File: config.mk
export PLATFORM = sky130hd
export DESIGN_NAME = postbox_lcd_writer
export DESIGN_NICKNAME = d
export VERILOG_FILES = /design/src/rtl/postbox_lcd_writer.sv
export SDC_FILE = /design/constraint.sdc
export NUM_CORES = 1
export LEC_CHECK = 0
export BUFFER_PORTS_ARGS = -buffer_cell sky130_fd_sc_hd__buf_4
export CORE_ASPECT_RATIO = 1.2
export CORE_MARGIN = 2
export CORE_UTILIZATION = 65
export CTS_BUF_LIST = sky130_fd_sc_hd__clkbuf_8
export CTS_CLUSTER_SIZE = 12
export DETAILED_ROUTE_END_ITERATION = 7
export PLACE_DENSITY = 0.88
export SYNTH_ARGS = -nofsm -noshare
export SYNTH_HDL_FRONTEND = slang
export SYNTH_SLANG_ARGS = --single-unit
File: constraint.sdc
create_clock -name refclk -period 5.1 [get_ports refclk]
set_input_delay 0 -clock refclk [delete_from_list [all_inputs] [get_ports refclk]]
set_output_delay 0 -clock refclk [all_outputs]
set_load 0.1 [all_outputs]
File: src/rtl/postbox_lcd_writer.sv
// postbox_lcd_writer
// Takes completed bytes (data + register select) from the POST-port command
// decoder and writes them to an HD44780 LCD in 4-bit mode. After reset it
// waits for the controller's power-on delay and issues the 4-bit init
// nibbles (0x3, 0x3, 0x3, 0x2). After that it accepts one byte at a time
// and sends it as two E-strobed nibbles, high nibble first. All delays are
// counted in refclk cycles.
//
// Ports:
//   refclk    in   system clock, all logic on the rising edge
//   reset     in   synchronous active-high reset
//   in_data   in   [7:0] byte to write
//   in_rs     in   register select for in_data (0 = command, 1 = data)
//   in_valid  in   in_data/in_rs valid
//   in_ready  out  byte accepted this cycle if in_valid is high (IDLE only)
//   lcd_data  out  [3:0] LCD DB7..DB4
//   lcd_rs    out  LCD RS
//   lcd_e     out  LCD E strobe
//   init_done out  power-on init complete, sticky until reset

module postbox_lcd_writer #(
   parameter int T_SETUP   = 2,
   parameter int T_EPW     = 6,
   parameter int T_HOLD    = 2,
   parameter int T_CMD     = 480,
   parameter int T_SLOW    = 19680,
   parameter int T_POWERON = 180000,
   parameter int T_INIT    = 49200
) (
   input  logic       refclk,
   input  logic       reset,
   input  logic [7:0] in_data,
   input  logic       in_rs,
   input  logic       in_valid,
   output logic       in_ready,
   output logic [3:0] lcd_data,
   output logic       lcd_rs,
   output logic       lcd_e,
   output logic       init_done
);

   function automatic int maxOf(input int a, input int b);
      return (a > b) ? a : b;
   endfunction

   // One shared down-counter, wide enough for the longest delay.
   localparam int MAXP = maxOf(maxOf(maxOf(T_SETUP, T_EPW), maxOf(T_HOLD, T_CMD)),
                               maxOf(maxOf(T_SLOW, T_POWERON), T_INIT));
   localparam int CW   = $clog2(MAXP + 1);

   // The init nibbles reuse the SETUP/E_HIGH/HOLD strobe states. initDone_q
   // decides where HOLD goes next: INIT_GAP while initialising, otherwise
   // the second nibble of the byte or GAP.
   typedef enum logic [2:0] {
      PWR_WAIT,
      INIT_GAP,
      IDLE,
      SETUP,
      E_HIGH,
      HOLD,
      GAP
   } state_t;

   state_t          state_q, state_d;
   logic [CW-1:0]   cnt_q, cnt_d;
   logic            nibHi_q, nibHi_d;
   logic [1:0]      initIdx_q, initIdx_d;
   logic [3:0]      lcdData_q, lcdData_d;
   logic            lcdRs_q, lcdRs_d;
   logic [7:0]      byteData_q, byteData_d;
   logic            byteRs_q, byteRs_d;
   logic            initDone_q, initDone_d;
   logic            cntZero;
   logic            slowCmd;

   assign cntZero = (cnt_q == '0);

   // Clear display (0x01) and return home (0x02/0x03) need the long execution gap.
   assign slowCmd = !byteRs_q && (byteData_q == 8'h01 || byteData_q == 8'h02 ||
                                  byteData_q == 8'h03);

   // Register stage. Reset starts the full power-on wait. The counter is
   // loaded with T_POWERON so that the first init nibble is driven on edge
   // T_POWERON, counting the first edge with reset low as edge 0.
   always_ff @(posedge refclk) begin
      if (reset) begin
         state_q    <= PWR_WAIT;
         cnt_q      <= CW'(T_POWERON);
         nibHi_q    <= 1'b0;
         initIdx_q  <= 2'd0;
         lcdData_q  <= 4'h0;
         lcdRs_q    <= 1'b0;
         byteData_q <= 8'h00;
         byteRs_q   <= 1'b0;
         initDone_q <= 1'b0;
      end else begin
         state_q    <= state_d;
         cnt_q      <= cnt_d;
         nibHi_q    <= nibHi_d;
         initIdx_q  <= initIdx_d;
         lcdData_q  <= lcdData_d;
         lcdRs_q    <= lcdRs_d;
         byteData_q <= byteData_d;
         byteRs_q   <= byteRs_d;
         initDone_q <= initDone_d;
      end
   end

   // Next-state logic. Every timed state loads the counter with (delay - 1)
   // on entry and leaves on the cycle it reads zero, so it lasts exactly
   // 'delay' cycles. lcd_data/lcd_rs change only when a new nibble starts,
   // so they stay put through E high, hold, GAP and IDLE.
   always_comb begin
      state_d    = state_q;
      cnt_d      = cnt_q;
      nibHi_d    = nibHi_q;
      initIdx_d  = initIdx_q;
      lcdData_d  = lcdData_q;
      lcdRs_d    = lcdRs_q;
      byteData_d = byteData_q;
      byteRs_d   = byteRs_q;
      initDone_d = initDone_q;

      case (state_q)
         PWR_WAIT: begin
            if (cntZero) begin
               state_d   = SETUP;
               cnt_d     = CW'(T_SETUP - 1);
               initIdx_d = 2'd0;
               lcdData_d = 4'h3;
               lcdRs_d   = 1'b0;
            end else begin
               cnt_d = cnt_q - CW'(1);
            end
         end

         INIT_GAP: begin
            if (cntZero) begin
               if (initIdx_q == 2'd3) begin
                  state_d    = IDLE;
                  initDone_d = 1'b1;
               end else begin
                  state_d   = SETUP;
                  cnt_d     = CW'(T_SETUP - 1);
                  initIdx_d = initIdx_q + 2'd1;
                  lcdData_d = (initIdx_q == 2'd2) ? 4'h2 : 4'h3;
                  lcdRs_d   = 1'b0;
               end
            end else begin
               cnt_d = cnt_q - CW'(1);
            end
         end

         IDLE: begin
            if (in_valid) begin
               state_d    = SETUP;
               cnt_d      = CW'(T_SETUP - 1);
               byteData_d = in_data;
               byteRs_d   = in_rs;
               lcdData_d  = in_data[7:4];
               lcdRs_d    = in_rs;
               nibHi_d    = 1'b1;
            end
         end

         SETUP: begin
            if (cntZero) begin
               state_d = E_HIGH;
               cnt_d   = CW'(T_EPW - 1);
            end else begin
               cnt_d = cnt_q - CW'(1);
            end
         end

         E_HIGH: begin
            if (cntZero) begin
               state_d = HOLD;
               cnt_d   = CW'(T_HOLD - 1);
            end else begin
               cnt_d = cnt_q - CW'(1);
            end
         end

         HOLD: begin
            if (cntZero) begin
               if (!initDone_q) begin
                  // The first init nibble needs the long 4.1 ms settle time.
                  state_d = INIT_GAP;
                  cnt_d   = (initIdx_q == 2'd0) ? CW'(T_INIT - 1) : CW'(T_CMD - 1);
               end else if (nibHi_q) begin
                  state_d   = SETUP;
                  cnt_d     = CW'(T_SETUP - 1);
                  lcdData_d = byteData_q[3:0];
                  nibHi_d   = 1'b0;
               end else begin
                  state_d = GAP;
                  cnt_d   = slowCmd ? CW'(T_SLOW - 1) : CW'(T_CMD - 1);
               end
            end else begin
               cnt_d = cnt_q - CW'(1);
            end
         end

         GAP: begin
            if (cntZero) begin
               state_d = IDLE;
            end else begin
               cnt_d = cnt_q - CW'(1);
            end
         end

         default: begin
            state_d = PWR_WAIT;
            cnt_d   = CW'(T_POWERON);
         end
      endcase
   end

   // E and ready come straight from the state register. Because of this,
   // both are low in every state where they must be, including the reset state.
   assign in_ready  = (state_q == IDLE);
   assign lcd_e     = (state_q == E_HIGH);
   assign lcd_data  = lcdData_q;
   assign lcd_rs    = lcdRs_q;
   assign init_done = initDone_q;

endmodule

# Word-level counts from Yosys, hierarchy flattened

Cells that the tools add are included.
W data, S select, Z words.

Bits in registers: 39
Output and inout bits: 8
Bits of input ports: 12

Reduce and logical (&&, ||, !) cells: 20
$add $sub $neg: 2
Eq/ne operators: 23
Multiplexer cells: 45

Operators by type and width:

| operator                | count |
|---|---|
| $mux W18                | 7 |
| $pmux W18 S6            | 1 |
| $mux W16                | 2 |
| $mux W15                | 2 |
| $mux W4                 | 7 |
| $mux W3                 | 9 |
| $pmux W3 S7             | 1 |
| $ne A2 B2 Y1 const B    | 10 |
| $logic_not A18 Y1       | 1 |
| $sub A18 B1 Y18 const B | 1 |
| $eq A8 B2 Y1 const B    | 2 |
| $pmux W4 S4             | 1 |
| $eq A3 B3 Y1 const B    | 3 |
| $mux W1                 | 9 |
| $eq A8 B1 Y1 const B    | 1 |
| $reduce_and A4 Y1       | 2 |
| $reduce_and A8 Y1       | 1 |
| $reduce_and A7 Y1       | 1 |
| $eq A3 B2 Y1 const B    | 2 |
| $mux W2                 | 3 |
| $reduce_and A3 Y1       | 2 |
| $reduce_and A5 Y1       | 1 |
| $eq A2 B2 Y1 const B    | 2 |
| $pmux W2 S2             | 1 |
| other kinds (16)        | 18 |

# Depth between registers and ports, before layout

Depth after elaboration: 9
Depth in mapped cells: 10
Mapped depth without buffers: 8

# Worst setup path after synthesis

Ideal clock, no wire load.

Kind: register to output
From: reg state_q[2]
To: out lcd_e
Required time: 5100 ps
Stages on the path, launching flop included: 5
Arrival time: 3110 ps
Buffers on the path: 2
Slack: 1990 ps
Path through: dfxtp_1 > clkbuf_1 > clkbuf_1 > clkinv_1 > nor3_1

Longest elaborated chain between the ends: 1

RTL lines:

| item                   | RTL line | RTL |
|---|---|---|
| from (decl)            | 64       | `state_t state_q, state_d;` |
| from (signal assigned) | 97       | `state_q <= state_d;` |
| $eq A3 B3 Y1           | 222      | `assign lcd_e = (state_q == E_HIGH);` |
| to (decl)              | 38       | `output logic lcd_e,` |

Every way passes these cells.

# Final worst setup path

From: reg state_q[1]
To: reg cnt_q[14]

Longest elaborated chain between the ends: 3
Elaborated cells on any way between the ends: 13
Classes of those cells: 9 x eq/ne; 1 x mux; 3 x reduce/logical

RTL lines:

| item                                                     | RTL line | RTL |
|---|---|---|
| $eq A3 B3 Y1 (tied with other cells)                     | 124      | `case (state_q)` |
| $reduce_or A2 Y1 (no line) (tied with other cells)       | --       |  |
| $pmux W18 S6 / $reduce_and A3 Y1 (equally long branches) | --       |  |
| to (signal assigned)                                     | 88       | `cnt_q <= CW'(T_POWERON);` |
| to (signal assigned)                                     | 98       | `cnt_q <= cnt_d;` |
| to (decl)                                                | 65       | `logic [CW-1:0] cnt_q, cnt_d;` |

Several ways; a longest one is shown, not always the timed one.
A chain may end at the register's enable or synchronous reset.

==> impl_results.md <==
- Final wirelength: 6510 um
- Sequential power share: 45.5%
- Share of the synthesized area in the top cell type: 32.7%
- Number of hold buffers added after CTS: 9
- Starting Density: 66.8%
- Final RePlAce weighted congestion: 0.949
- Commonest register cell after synthesis: dfxtp_1
- Worst vdd ir: 0.181 mV
- GR Layer Usage met1: 40.7%
- Sw frac: 25.0%
- Most instantiated cells after synthesis: nand2_1 (52), dfxtp_1 (39), a21oi_1 (37)
- Synth area leaders: dfxtp_1 (33%), nand2_1 (8.2%), a21oi_1 (7.8%)
- Cells after Synth: 318
- Yosys warns: 0
- Drc violations: 0
- Register area: 781 um2
- Clk pwr share: 42.1%
- Mapped cell area: 2390 um2
- RSZ-0062 raised after global routing: false
- Async SR Flop Fraction: 0%
- Critical path endpoint category: flip-flop
- Core area: 3570 um2
- Final min period: 2640 ps
- Most frequent cell after synthesis: nand2_1
- Setup WS pre-CTS: 2570 ps
- CTS Buf Count: 5
- Fin. Hold Viols: 0
- Boundary Pins: 20
- Worst Tran Pin Value: 891 ps
- Pwr dens: 269 nW/um2
- Crit Path Max Fanout: 26
- GR peak layer: met2
- Layout fillers: 281
- Post-synthesis register bit count: 39
- Leak: 0.981 nW
- Total die area: 4180 um2
- Status: complete, no violations
- Period utilisation layout: 51.7%
- CTS Sinks: 39
- Sw Pwr: 0.000183 W
- Worst slew margin: 40.5%
- Share of cells above drive strength 1: 13.1%
- Arrival time of the worst setup path: 2830 ps
- Ant diodes: 0
- 1st-pass router iterations: 8
- Fin cells: 375
- DP Wirelength: 4540 um
- Area Growth Syn to Fin: 14.1%
- Grt met3 use: 6.67%
- Unique masters post-synth: 62
- Antenna violations before repair: 0
- Remaining antenna violation count after routing: 0
- Row Count: 24
- Port bufs: 19
- First-pass GRT wire length: 10500 um
- Area leader, netlist: dfxtp_1
- First DRT Iteration DRCs: 163
- Max Clock Freq: 379 MHz
- Gate power share: 12.4%
- Final setup viols: 0
- Avg WL per Cell: 17.3 um
- Total number of vias: 2469
- Vias in the first global route: 2196
- Post-CTS Setup Bufs: 0
- Sequential fraction of the synthesis area: 32.7%
- Largest net degree at the start of global routing: 31
- Crit path required time: 5290 ps
- Multi-input gate area: 1500 um2
- Mapped Avg Cell Area: 7.51 um2
- Max Cap Viol: 0
- H-tree Lvls: 2
- Post-synth EDFFs: 0
- Die Width: 59.3 um
- CTS tree: yes
- Final WS setup: 2460 ps
- Clock latency on the worst-skew pair: 300 ps
- Clk buf depth: 2
- Internal: 0.000550 W
- Vias per cell: 6.58
- Global-route usage over all layers: 33.3%
- Max Slew Vio Count: 0
- Height of the die: 70.4 um
- Post_cts resized: 0
- Net count after synthesis: 335
- Met2 Use GR: 56.8%
- CP Launch Type: flip-flop
- Nets: 352
- Hold Path Class: in2reg
- Max Clock Skew: 11.8 ps
- Setup CP Type: reg2reg
- Global route total overflow: 0
- Clk root buf: clkbuf_8
- Clock Pin Slew Worst Setup and Hold Paths: 80 ps
- Setup_tns: 0 ps
- Reg2Reg Setup Slack: 2460 ps
- Dpl cells: 358
## power by group through the flow
stage	logic (W)	clock network (W)	registers, W
after CTS	0.0000889	0.000308	0.000333
after detailed placement	0.0000829	0	0.000340
after floorplan	0.0000635	0	0.000333
final	0.0000910	0.000309	0.000333
after global routing	0.0000982	0.000322	0.000335
after global placement	0.0000825	0	0.000339
## metrics by stage
| step | utilization (%) | area [um2] | power, W | hold slack, ps |
|---|---|---|---|---|
| after floorplan | - | 2390 | 0.000397 | 136 |
| after detailed placement | 70.0 | 2500 | 0.000423 | 257 |
| after global placement | 70.0 | 2500 | 0.000422 | 252 |
| final | 76.3 | 2730 | 0.000733 | 83.1 |
| after CTS | 76.3 | 2730 | 0.000730 | 85.3 |
| after global routing | 76.3 | 2730 | 0.000755 | 87.8 |
## logic make-up (layout without fill, tap and decap cells)
family,Yosys count,count (layout),share of synthesized area [%]
fa+ha+maj,5,5,2.62
buf+inv,26,44,4.50
xor+xnor,5,5,1.83
compound gates,94,94,25.4
flops,39,39,32.7
simple gates,146,146,31.7
mux,3,3,1.26
## placed cells by master, fill, tap and decap left out, types with 3 or more instances in the layout
cell           netlist  final
or4_1                3      3
o21ai_0             14     14
a31o_2               3      3
or3_1                3      3
o311ai_0             3      3
nand2b_1             4      4
nor3_1              13     13
inv_1                7      8
a32oi_1              3      3
nand4_1              4      4
mux2i_1              3      3
dfxtp_1             39     39
nand3_1              6      6
clkbuf_8             0      5
dlygate4sd3_1        0      9
a31oi_1              7      7
and2_1               3      3
buf_4                1     19
nor4_1               4      4
ha_1                 5      5
nand2_1             52     52
a211oi_1             5      5
nor3_2               4      4
xor2_1               3      3
a21oi_1             37     37
nor2_1              29     29
## registers in the layout (all words and copies together) (netlist names)
| signal | count |
|---|---|
| init_done | 1 |
| lcd_rs | 1 |
| byteRs_q | 1 |
| cnt_q | 18 |
| state_q | 3 |
| lcd_data | 4 |
| initIdx_q | 2 |
| nibHi_q | 1 |
| byteData_q | 8 |
## final cells by class
| class | instances | area share (%) |
|---|---|---|
| multi-input combinational | 253 | 55.1 |
| sequential | 39 | 28.7 |
| timing repair buffer | 28 | 8.54 |
| clock buffer | 5 | 2.53 |
| clock inverter | 3 | 2.34 |
| tap | 39 | 1.79 |
| inverter | 8 | 1.10 |
## worst max-delay path, cell delays in order (launching register included)
cell,delay [ps]
dfxtp_1,910
or3b_2,550
nor2_1,240
a31o_2,300
nor2_1,190
a32oi_1,240
o31ai_2,90
## path summary, 6_finish.rpt
| check | start | end | cells after the start |
|---|---|---|---|
| max | state_q[1] | cnt_q[14] | 6 |
| max reg2reg | state_q[1] | cnt_q[14] | 6 |
| min reg2reg | byteData_q[5] | byteData_q[5] | 2 |
| min | reset | init_done | 2 |
## metal layers
metal  vias to the layer above  share of wire, %
li1                       1195                 -
met5                         -                 0
met1                      1134                39
met3                        18               6.3
met4                         0               2.3
met2                       122                52
Power figures use the tool's default switching activity.
